File: config.mk
export PLATFORM = sky130hd
export DESIGN_NAME = silife_scan
export DESIGN_NICKNAME = d
export VERILOG_FILES = /design/src/rtl/silife_scan.sv
export SDC_FILE = /design/constraint.sdc
export NUM_CORES = 1
export LEC_CHECK = 0
export ABC_CLOCK_PERIOD_IN_PS = 6700
export CORE_MARGIN = 1
export CORE_UTILIZATION = 57
export CTS_BUF_LIST = sky130_fd_sc_hd__clkbuf_8
export DETAILED_ROUTE_END_ITERATION = 10
export GPL_TIMING_DRIVEN = 1
export PLACE_DENSITY = 0.94
export SLEW_MARGIN = 25
export SYNTH_ARGS = -nofsm -noshare
export SYNTH_HDL_FRONTEND = slang
export SYNTH_SLANG_ARGS = --single-unit
File: constraint.sdc
create_clock -name clk -period 6.7 [get_ports clk]
set_input_delay 1.005 -clock clk [delete_from_list [all_inputs] [get_ports clk]]
set_output_delay 1.005 -clock clk [all_outputs]
set_load 0.05 [all_outputs]
File: src/rtl/silife_scan.sv
// silife_scan: row-scan driver for an 8x8 LED matrix.
//
// Each row is held for max(cycles, 1) clocks. The scan then advances to the
// next row and wraps from row 7 to row 0, free-running with no enable. The
// current row index is presented on row_select. The external cell store
// returns that row's contents on cells, combinationally. The row and column
// drives are registered, so they lag row_select by exactly one clock and
// always describe the same row.
//
// Ports:
//   clk        in   1   sole clock, rising edge
//   reset      in   1   synchronous, active-high
//   invert     in   1   0 = active-high drive, 1 = rows/columns inverted
//   cycles     in  16   dwell per row in clocks (0 behaves as 1)
//   cells      in   8   cell states of the row addressed by row_select
//   row_select out  3   row currently being scanned
//   rows       out  8   one-hot row drive (registered)
//   columns    out  8   column drive (registered)

module silife_scan (
    input  logic        clk,
    input  logic        reset,
    input  logic        invert,
    input  logic [15:0] cycles,
    input  logic [7:0]  cells,
    output logic [2:0]  row_select,
    output logic [7:0]  rows,
    output logic [7:0]  columns
);

    logic [2:0]  row_q, row_d;
    logic [15:0] cnt_q, cnt_d;
    logic [7:0]  rows_q, rows_d;
    logic [7:0]  columns_q, columns_d;
    logic [15:0] dwell_limit;

    // cycles is used live every cycle, with no latching. If the limit drops
    // below the current count, the >= compare advances the row on the next edge.
    always_comb begin
        dwell_limit = (cycles == 16'd0) ? 16'd0 : (cycles - 16'd1);
    end

    always_comb begin
        row_d     = row_q;
        cnt_d     = cnt_q;
        rows_d    = (8'h01 << row_q) ^ {8{invert}};
        columns_d = cells ^ {8{invert}};

        if (cnt_q >= dwell_limit) begin
            cnt_d = 16'd0;
            row_d = row_q + 3'd1;
        end else begin
            cnt_d = cnt_q + 16'd1;
        end
    end

    always_ff @(posedge clk) begin
        if (reset) begin
            row_q     <= 3'd0;
            cnt_q     <= 16'd0;
            rows_q    <= 8'h00;
            columns_q <= 8'h00;
        end else begin
            row_q     <= row_d;
            cnt_q     <= cnt_d;
            rows_q    <= rows_d;
            columns_q <= columns_d;
        end
    end

    assign row_select = row_q;
    assign rows       = rows_q;
    assign columns    = columns_q;

endmodule

==> impl_metrics.tcl, run 1 <==
set metrics [dict create \
    synth_edf_count 0 \
    via_count 1909 \
    yosys-top-cells-area "dfxtp_1, ha_1, xnor2_1, xor2_1, nor2_1" \
    endpoint "cnt_q[15]$_SDFF_PP0_" \
    fin_crit_sh 0.722 \
    cts_root_buffer "clkbuf_8" \
    powerDensity_mw_per_mm2 180 \
    cts_resized 0 \
    synthArstFlopShare 0 \
    die_y_um 64.7 \
    endpoint_kind "flip-flop" \
    track_usage 0.250 \
    use_met2 0.411 \
    r2r_slack_ns 3.97 \
    post_cts_buffers 0 \
    status "finished, final reports clean" \
    yosysWarnings 0 \
    vias_per_cell 5.57 \
    coreArea_mm2 0.00372 \
    cp_max_fo 16 \
    r2r-start "cnt_q[0]$_SDFF_PP0_" \
    top_usage_layer "met2" \
    start_util 0.602 \
    grt_max_degree 24 \
    first_iter_violations 129 \
    cts_max_path_buffers 2 \
    reg2reg_depth 7 \
    wire_per_inst_um 14.4 \
    cts_tree "yes" \
    max_freq_mhz 207 \
    hold_path.class "reg -> reg" \
    cp-startpoint "cycles[7]" \
    totalNegativeSetupSlack_ns 0 \
    slew_headroom 0.284 \
    routed_wirelength_um 4940 \
    synth_compound_area_frac 0.0464 \
    grt_overflow_total 0 \
    synth_top_flop_cell "dfxtp_1" \
    die_w_um 64.7 \
    dp_slack_ns 1.64 \
    n_fill_cell 262 \
    synthMuxAreaShare 0.0145 \
    diodes 0 \
    rr_endpoint "cnt_q[15]$_SDFF_PP0_" \
    synth_seq_area_share 0.313 \
    yosysTopAreaCellShare 0.313 \
    rsz0062_at_grt "no" \
    yosysMostFrequentCell "nor2_1" \
    startpoint_type "primary input" \
    hpwl_um 3740 \
    whs_ns 0.508 \
    drc 0 \
    final_nets 347 \
    clock_skew_ns 0.00385 \
    grt_util_met1 0.311 \
    hold_violations 0 \
    setup_slack_ns 1.86 \
    cts.reportedPaths.clkPinSlew_ns 0.07 \
    path_class "in -> reg" \
    synthXorXnorAreaFrac 0.168 \
    synth.largest_area_cell "dfxtp_1" \
    worstPathArrival_ns 4.96 \
    setup_viol 0 \
    synth_top_family_by_area "simple AND/OR/NAND/NOR gates" \
    cts_buffers 5 \
    grt_pass1_vias 1762 \
    first_pass_iters 5 \
    synthAdderAreaFrac 0.140 \
    antenna_left 0 \
    avgSynthCellArea_um2 8.95 \
    synthesis.nets 302 \
    clk_latency_ns 0.29 \
    maxSlewViolCount 0 \
    ys_seq_elements 35 \
    total_power_uw 502 \
    antenna_found_initial 0 \
    fin_util 0.752 \
    htree_levels 2 \
    grt.met3_usage 0.0651 \
    place_congestion 1.09 \
    port_buffers 45 \
    syn_area_mm2 0.00224 \
    areaGrowthSynthToFinish_pct 24.8 \
    die_area_mm2 0.00418 \
    yosys.area_share.simple 0.277 \
    tightest_slew_ns 1.07 \
    ios 46 \
    rows 22 \
    synth_commonest_cells "nor2_1, dfxtp_1, nand2_1" \
    drive_above_1_share 0.0847 \
    hold_buffers 0 \
    syn_inst 250 \
    critPathRequiredTime_ns 6.82 \
    min_from "cnt_q[0]$_SDFF_PP0_" \
    leakage_nw 1.14 \
    ys_types 40 \
    cts.sinks 35 \
    period_minus_slack_ns 4.84 \
    grt_pass1_wl_um 7940 \
    vdd_drop_max_v 0.000175 \
    maxCapViolCount 0 \
]
-- where the power goes --
group	leakage [nW]	internal [mW]	switching, mW
registers	0.287	0.216	0.00391
logic	0.800	0.0453	0.0582
clock network	0.0554	0.107	0.0711
-- flip-flops by register name, summed over array words and instances (netlist names) --
name / count
columns: 8
cnt_q: 16
rows: 8
row_select: 3
-- per-stage QoR --
step / instance area (um2) / cells
after detailed placement: 2690 / 336
final: 2790 / 343
after floorplan: 2240 / 250
after global placement: 2690 / 336
after global routing: 2790 / 343
after CTS: 2790 / 343
-- critical path, cell delays in order --
cell and delay, ns:
clkdlybuf4s50_1 0.47, nor4_1 0.62, nand3_1 0.27, nor3_1 0.25, xor2_1 0.19, nand2_1 0.11
ha_1 0.31, and4_1 0.21, nand2_1 0.08, nor4_1 0.41, or4_1 0.90, nor2_1 0.14
-- routing by layer --
metal	vias to the layer above	wire length, um	share of wire
met5	-	0	0
met4	0	90	0.018
met3	18	387	0.078
met2	82	2400	0.49
met1	893	2060	0.42
li1	916	-	-
-- cell type report --
cell class                      instances  area (um2)  area share
Inverter                                9        33.8      0.0121
Sequential cell                        35         701       0.251
Clock inverter                          2        33.8      0.0121
Timing Repair Buffer                   45         450       0.161
Multi-Input combinational cell        199        1450       0.517
Tap cell                               48        60.1      0.0215
Clock buffer                            5        68.8      0.0246
-- worst min path at each step --
stage          cells past startpoint             endpoint  slack (ns)
2_1_floorplan                      1  cnt_q[0]$_SDFF_PP0_        0.45
3_3_place_gp                       1  cnt_q[0]$_SDFF_PP0_        0.49
3_5_place_dp                       1  cnt_q[0]$_SDFF_PP0_        0.49
4_1_cts                            1  cnt_q[0]$_SDFF_PP0_        0.51
5_1_grt                            1  cnt_q[0]$_SDFF_PP0_        0.53
6_report                           1  cnt_q[0]$_SDFF_PP0_        0.51
-- cells in the final DEF (no fill, tap or decap), types with 2 or more instances in the layout --
cell type        netlist  final
a21oi_1                4      4
and3_1                 3      3
and4_1                 2      2
clkbuf_8               0      5
clkdlybuf4s50_1        0     45
dfxtp_1               35     35
ha_1                  25     25
inv_1                  9     10
mux2_2                 2      2
nand2_1               29     29
nand2b_1               3      3
nand3_1                7      7
nand4_1                3      3
nor2_1                36     36
nor2_2                 2      2
nor2_4                 8      8
nor2b_1                3      3
nor3_1                 6      6
nor4_1                 2      2
o21ai_0                2      2
or3_1                  3      3
or4_1                  2      2
xnor2_1               26     26
xor2_1                17     17
-- cells by family after synthesis --
family,count (synthesis)
AO/OA/AOI/OAI,12
XOR/XNOR,43
adder cells (fa/ha/maj),25
buffers and inverters,16
flip-flops,35
multiplexers,3
AND/OR/NAND/NOR,116
Note: power is estimated with default switching activity, not from simulation.
==> run 2, diff against run 1 <==
--- a/config.mk
+++ b/config.mk
@@ -5,13 +5,13 @@
 export SDC_FILE = /design/constraint.sdc
 export NUM_CORES = 1
 export LEC_CHECK = 0
-export ABC_CLOCK_PERIOD_IN_PS = 6700
+export ABC_CLOCK_PERIOD_IN_PS = 5000
 export CORE_MARGIN = 1
-export CORE_UTILIZATION = 57
+export CORE_UTILIZATION = 53
 export CTS_BUF_LIST = sky130_fd_sc_hd__clkbuf_8
 export DETAILED_ROUTE_END_ITERATION = 10
 export GPL_TIMING_DRIVEN = 1
-export PLACE_DENSITY = 0.94
+export PLACE_DENSITY = 0.88
 export SLEW_MARGIN = 25
 export SYNTH_ARGS = -nofsm -noshare
 export SYNTH_HDL_FRONTEND = slang
==> constraint.sdc (replaced) <==
create_clock -name clk -period 5 [get_ports clk]
set_input_delay 0.75 -clock clk [delete_from_list [all_inputs] [get_ports clk]]
set_output_delay 0.75 -clock clk [all_outputs]
set_load 0.05 [all_outputs]
==> impl_metrics.tcl, run 2 (synthesis gave the netlist of run 1 again) <==
set metrics [dict create \
    largest_reg_flops 16 \
    diodes 0 \
    grt_pass1_wl_um 7320 \
    cts_root_buffer "clkbuf_8" \
    clock_skew_ns 0.00580 \
    path_class "in -> reg" \
    totalNegativeSetupSlack_ns 0 \
    antenna_found_initial 0 \
    fin_crit_sh 0.808 \
    rsz0062_at_grt "no" \
    worstPathArrival_ns 4.28 \
    first_pass_iters 4 \
    clk_latency_ns 0.30 \
    cts_resized 0 \
    hpwl_um 3450 \
    maxSlewViolCount 0 \
    coreArea_mm2 0.00403 \
    place_congestion 0.779 \
    dp_slack_ns 0.638 \
    final_nets 349 \
    rows 23 \
    final_cell_area_mm2 0.00279 \
    htree_levels 2 \
    p_seq_frac 0.466 \
    top_register "cnt_q" \
    max_freq_mhz 247 \
    tightest_slew_ns 0.889 \
    via_count 1784 \
    period_minus_slack_ns 4.04 \
    post_cts_buffers 0 \
    cts.reportedPaths.clkPinSlew_ns 0.07 \
    p_comb_frac 0.215 \
    final_cell_mix "clkdlybuf4s50_1, nor2_1, dfxtp_1, nand2_1, xnor2_1" \
    die_y_um 67.0 \
    antenna_left 0 \
    startpoint_type "primary input" \
    setup_slack_ns 0.959 \
    grt_pass1_vias 1666 \
    p_sw_uw 186 \
    hold_buffers 0 \
    cp_max_fo 7 \
    vias_per_cell 5.13 \
    first_iter_violations 96 \
    die_area_mm2 0.00449 \
    netSwitchingFraction 0.294 \
    grt_max_degree 24 \
    areaGrowthSynthToFinish_pct 24.8 \
    endpoint_kind "flip-flop" \
    grt_overflow_total 0 \
    ios 46 \
    port_buffers 45 \
    status "finished, final reports clean" \
    maxCapViolCount 0 \
    cts_tree "yes" \
    p_clk_frac 0.318 \
    p_int_uw 446 \
    layout_commonest_cell "clkdlybuf4s50_1" \
    cts_buffers 5 \
    fin_cells 348 \
    routed_wirelength_um 4420 \
    drive_above_1_share 0.0940 \
    wire_per_inst_um 12.7 \
    powerDensity_mw_per_mm2 226 \
    slew_headroom 0.405 \
    critPathRequiredTime_ns 5.24 \
    hold_violations 0 \
    track_usage 0.223 \
    drc 0 \
    die_w_um 67.0 \
    hold_path.class "reg -> reg" \
    start_util 0.556 \
    cts.sinks 35 \
    vdd_drop_max_v 0.000177 \
    cts_max_path_buffers 2 \
    placed_cell_area_mm2 0.00271 \
    dp.cells 340 \
    leakage_nw 1.14 \
    setup_viol 0 \
    total_power_uw 632 \
]
[run 2: cell types whose count changed in the layout (fill, tap and decap cells not counted), sizes merged]
cell,previous run,this run
buf,0,2
clkinv,0,1
clkinvlp,0,1
bufinv,1,0
[run 2: worst paths after layout]
| check | startpoint | endpoint | slack [ns] | cells past startpoint |
|---|---|---|---|---|
| min reg2reg | cnt_q[0]$_SDFF_PP0_ | cnt_q[0]$_SDFF_PP0_ | 0.50 | 1 |
| max reg2reg | cnt_q[0]$_SDFF_PP0_ | cnt_q[12]$_SDFF_PP0_ | 2.72 | 8 |
| max | cycles[4] | cnt_q[12]$_SDFF_PP0_ | 0.96 | 13 |
| min | cnt_q[0]$_SDFF_PP0_ | cnt_q[0]$_SDFF_PP0_ | 0.50 | 1 |
[run 2: routing by layer]
layer,global-route usage,vias to the layer above,part of all wire
met3,0.0719,7,0.051
met2,0.391,38,0.50
met5,0,-,0
met1,0.253,817,0.43
met4,0.0718,0,0.015
li1,-,922,-
[run 2: critical path, stage by stage]
cell and delay [ns]:
clkdlybuf4s50_1 0.46, nor4_2 0.56, nand2_1 0.17, or4_1 0.45, xnor2_1 0.18, nand2_1 0.09, ha_1 0.31, a21oi_1 0.19
o21ai_0 0.10, o2bb2ai_1 0.14, or4_1 0.55, buf_4 0.22, nor2_4 0.11
[run 2: area by class of cell]
cell class	count	area (um2)
multi-input cells	199	1450
fillers	315	1240
flip-flops and latches	35	701
repair buffers	47	465
clock buffers	5	68.8
well taps	50	62.6
inverters	9	33.8
clock inverters	3	16.3
[run 2: metrics by stage]
step | utilization | hold WS [ns]
6_report | 0.693 | 0.497
5_1_grt | 0.693 | 0.525
4_1_cts | 0.693 | 0.504
3_5_place_dp | 0.672 | 0.487
3_3_place_gp | 0.672 | 0.477
2_1_floorplan | - | 0.450
[run 2: power groups by stage]
stage / Sequential [mW] / Combinational [mW] / Clock (mW)
global placement: 0.301 / 0.133 / 0
finish: 0.295 / 0.136 / 0.201
floorplan: 0.331 / 0.0560 / 0
detailed placement: 0.301 / 0.136 / 0
global route: 0.296 / 0.147 / 0.216
CTS: 0.295 / 0.136 / 0.205
==> edit, RTL diff (config.mk and constraints of run 2) <==
Make the reset (`reset`) asynchronous in one clocked block.
--- a/src/rtl/silife_scan.sv
+++ b/src/rtl/silife_scan.sv
@@ -54,7 +54,7 @@
         end
     end
 
-    always_ff @(posedge clk) begin
+    always_ff @(posedge clk or posedge reset) begin
         if (reset) begin
             row_q     <= 3'd0;
             cnt_q     <= 16'd0;
Function: differs if reset is asserted again (counterexample within 4 cycles, from zero or initial values and one cycle with reset high); with reset held inactive, the same outputs for 10 cycles.
==> edit against run 2 <==
Worst setup slack got worse by 0.14 ns. Sequential cell count is the same. Synthesized cell count decreased by 8.4%. Design area is essentially flat. Routed wire length is 0.72% higher. Largest cell class unchanged. Via count is 3.3% lower. Clock skew down 0.00097 ns. Area after synthesis is 2.2% lower. Utilization grew 4.1 points. Critical path type unchanged. Power increased by 30%. Maximum frequency is 3.4% lower. Sequential share of layout area up 6.3 points. Worst hold slack gained 0.022 ns.
==> edit: results (changes against run 2) <==
Run status
  • Status: finished, final reports clean

Setup path
  • Worst setup path start: cycles[9]
  • Depth of the most critical reg-to-reg path: 7 (-1)
  • R2r startpoint: cnt_q[6]
  • Worst-path maximum fanout: 10 (+3)
  • Reg2reg end: row_select[2]
  • Slowest CP cell: or4_4
  • Flop2flop setup slack: 2.60 ns (-0.12 ns)

Global route
  • Met3 usage: 0.0517 (-0.0202)
  • Grt met2 use: 0.367 (-0.0241)
  • Pin count of the biggest net entering global routing: 36 (+50%)
  • Met1 Resource Use GR: 0.286 (+0.0328)
  • Vias in the first global route: 1656 (-0.60%)
  • First-pass GRT wire length: 7.28 mm (-0.56%)
  • Global router's overall resource usage: 0.225 (+0.00125)

STA
  • Setup ws final: 0.817 ns (-0.142 ns)
  • Worst clock skew: 0.00483 ns (-0.000968 ns)
  • Rel. slew slack: 0.400 (-0.00546)

Synthesis
  • Synth Area in XOR/XNOR: 0.172 (+0.00375)
  • Async SR Flop Fraction: 1.00 (+1.00)
  • Synth unique cells: 34 (-15%)
  • Syn Nets: 281 (-7.0%)
  • Synth cell count leaders: dfrtp_1 (35), nand2_1 (32), ha_1 (25), nor2_1 (25), xor2_1 (25)
  • Most common flop cell mapped by yosys: dfrtp_1
  • Synth Area in Adders: 0.143 (+0.00311)
  • Synth area leaders: dfrtp_1 (40%), ha_1 (14%), xor2_1 (10%), xnor2_1 (7.2%), nand2_1 (5.5%)
  • Compound-Gate Fraction of Synth Area: 0.0423 (-0.00411)
  • Mux cell area share after synthesis: 0.0114 (-0.00310)

Detailed routing
  • Top layer in use: met4
  • WL met2: 2.26 mm (+2.0%)
  • Via density: 5.26 (+2.6%)
  • Routed len/inst: 13.6 microns (+6.9%)
  • Metal3 WL: 154 microns (-32%)
  • Routed met1 length: 1.99 mm (+3.9%)

Placement
  • Post-DP HPWL: 3.45 mm (about the same)
  • Placed instance area: 2690 sq um (-0.65%)
  • Global placer's final weighted congestion: 0.810 (+4.0%)
  • Worst slack, placed: 0.513 ns (-0.124 ns)
  • Port Buf Inserts: 45 (unchanged)

Final layout
  • Final non-filler cell area: 2790 sq um (about the same)
  • Fill cell count: 278 (-12%)
  • N_diodes: 0 (unchanged)
  • NumNets Final: 331 (-5.2%)
  • Layout cell share with drive strength beyond 1: 0.0536 (-0.0404)

Power and ir drop
  • Clock share of power: 0.267 (-0.051)
  • Pleak: 0.00131 uW (+14%)
  • Power Combinational: 236 uW (+74%)
  • Maximum VDD drop: 0.238 mV (+34%)
  • Net Sw Power: 273 uW (+47%)
  • Power per Cell Area: 293 nW/um^2 (+30%)

Clocking
  • Clock Tree Root: clkbuf_8

Min path
  • HP Start: cnt_q[0]
  • Worst Hold End: cnt_q[0]
edit: cell types whose count changed after synthesis, moves of 8 or more:
cell     change
xor2_1       +8
nor2_1      -11
nor2_4       -8
dfxtp_1     -35
dfrtp_1     +35
xnor2_1      -8
edit: metrics by stage:
| stage | std cells | hold slack [ns] | utilization |
|---|---|---|---|
| floorplan | 229 | 0.450 | - |
| finish | 328 | 0.519 | 0.735 |
| CTS | 328 | 0.519 | 0.735 |
| detailed placement | 320 | 0.510 | 0.708 |
| global route | 328 | 0.548 | 0.735 |
| global placement | 320 | 0.496 | 0.708 |
edit: critical path, delay by kind of cell:
kind,cells,cell delay (ns)
muxes,1,0.21
and+or+nand+nor,7,2.07
AOI/OAI and AO/OA,1,0.18
buffers and inverters,2,0.73
xor gates and xnor gates,1,0.16
adders and majority gates,1,0.29
edit: final cells by class:
class                      count  area share
clock inverter                 1     0.00135
tap                           48      0.0215
clock buffer                   7      0.0345
inverter                      11      0.0148
sequential                    35       0.314
multi-input combinational    178       0.444
timing repair buffer          48       0.170
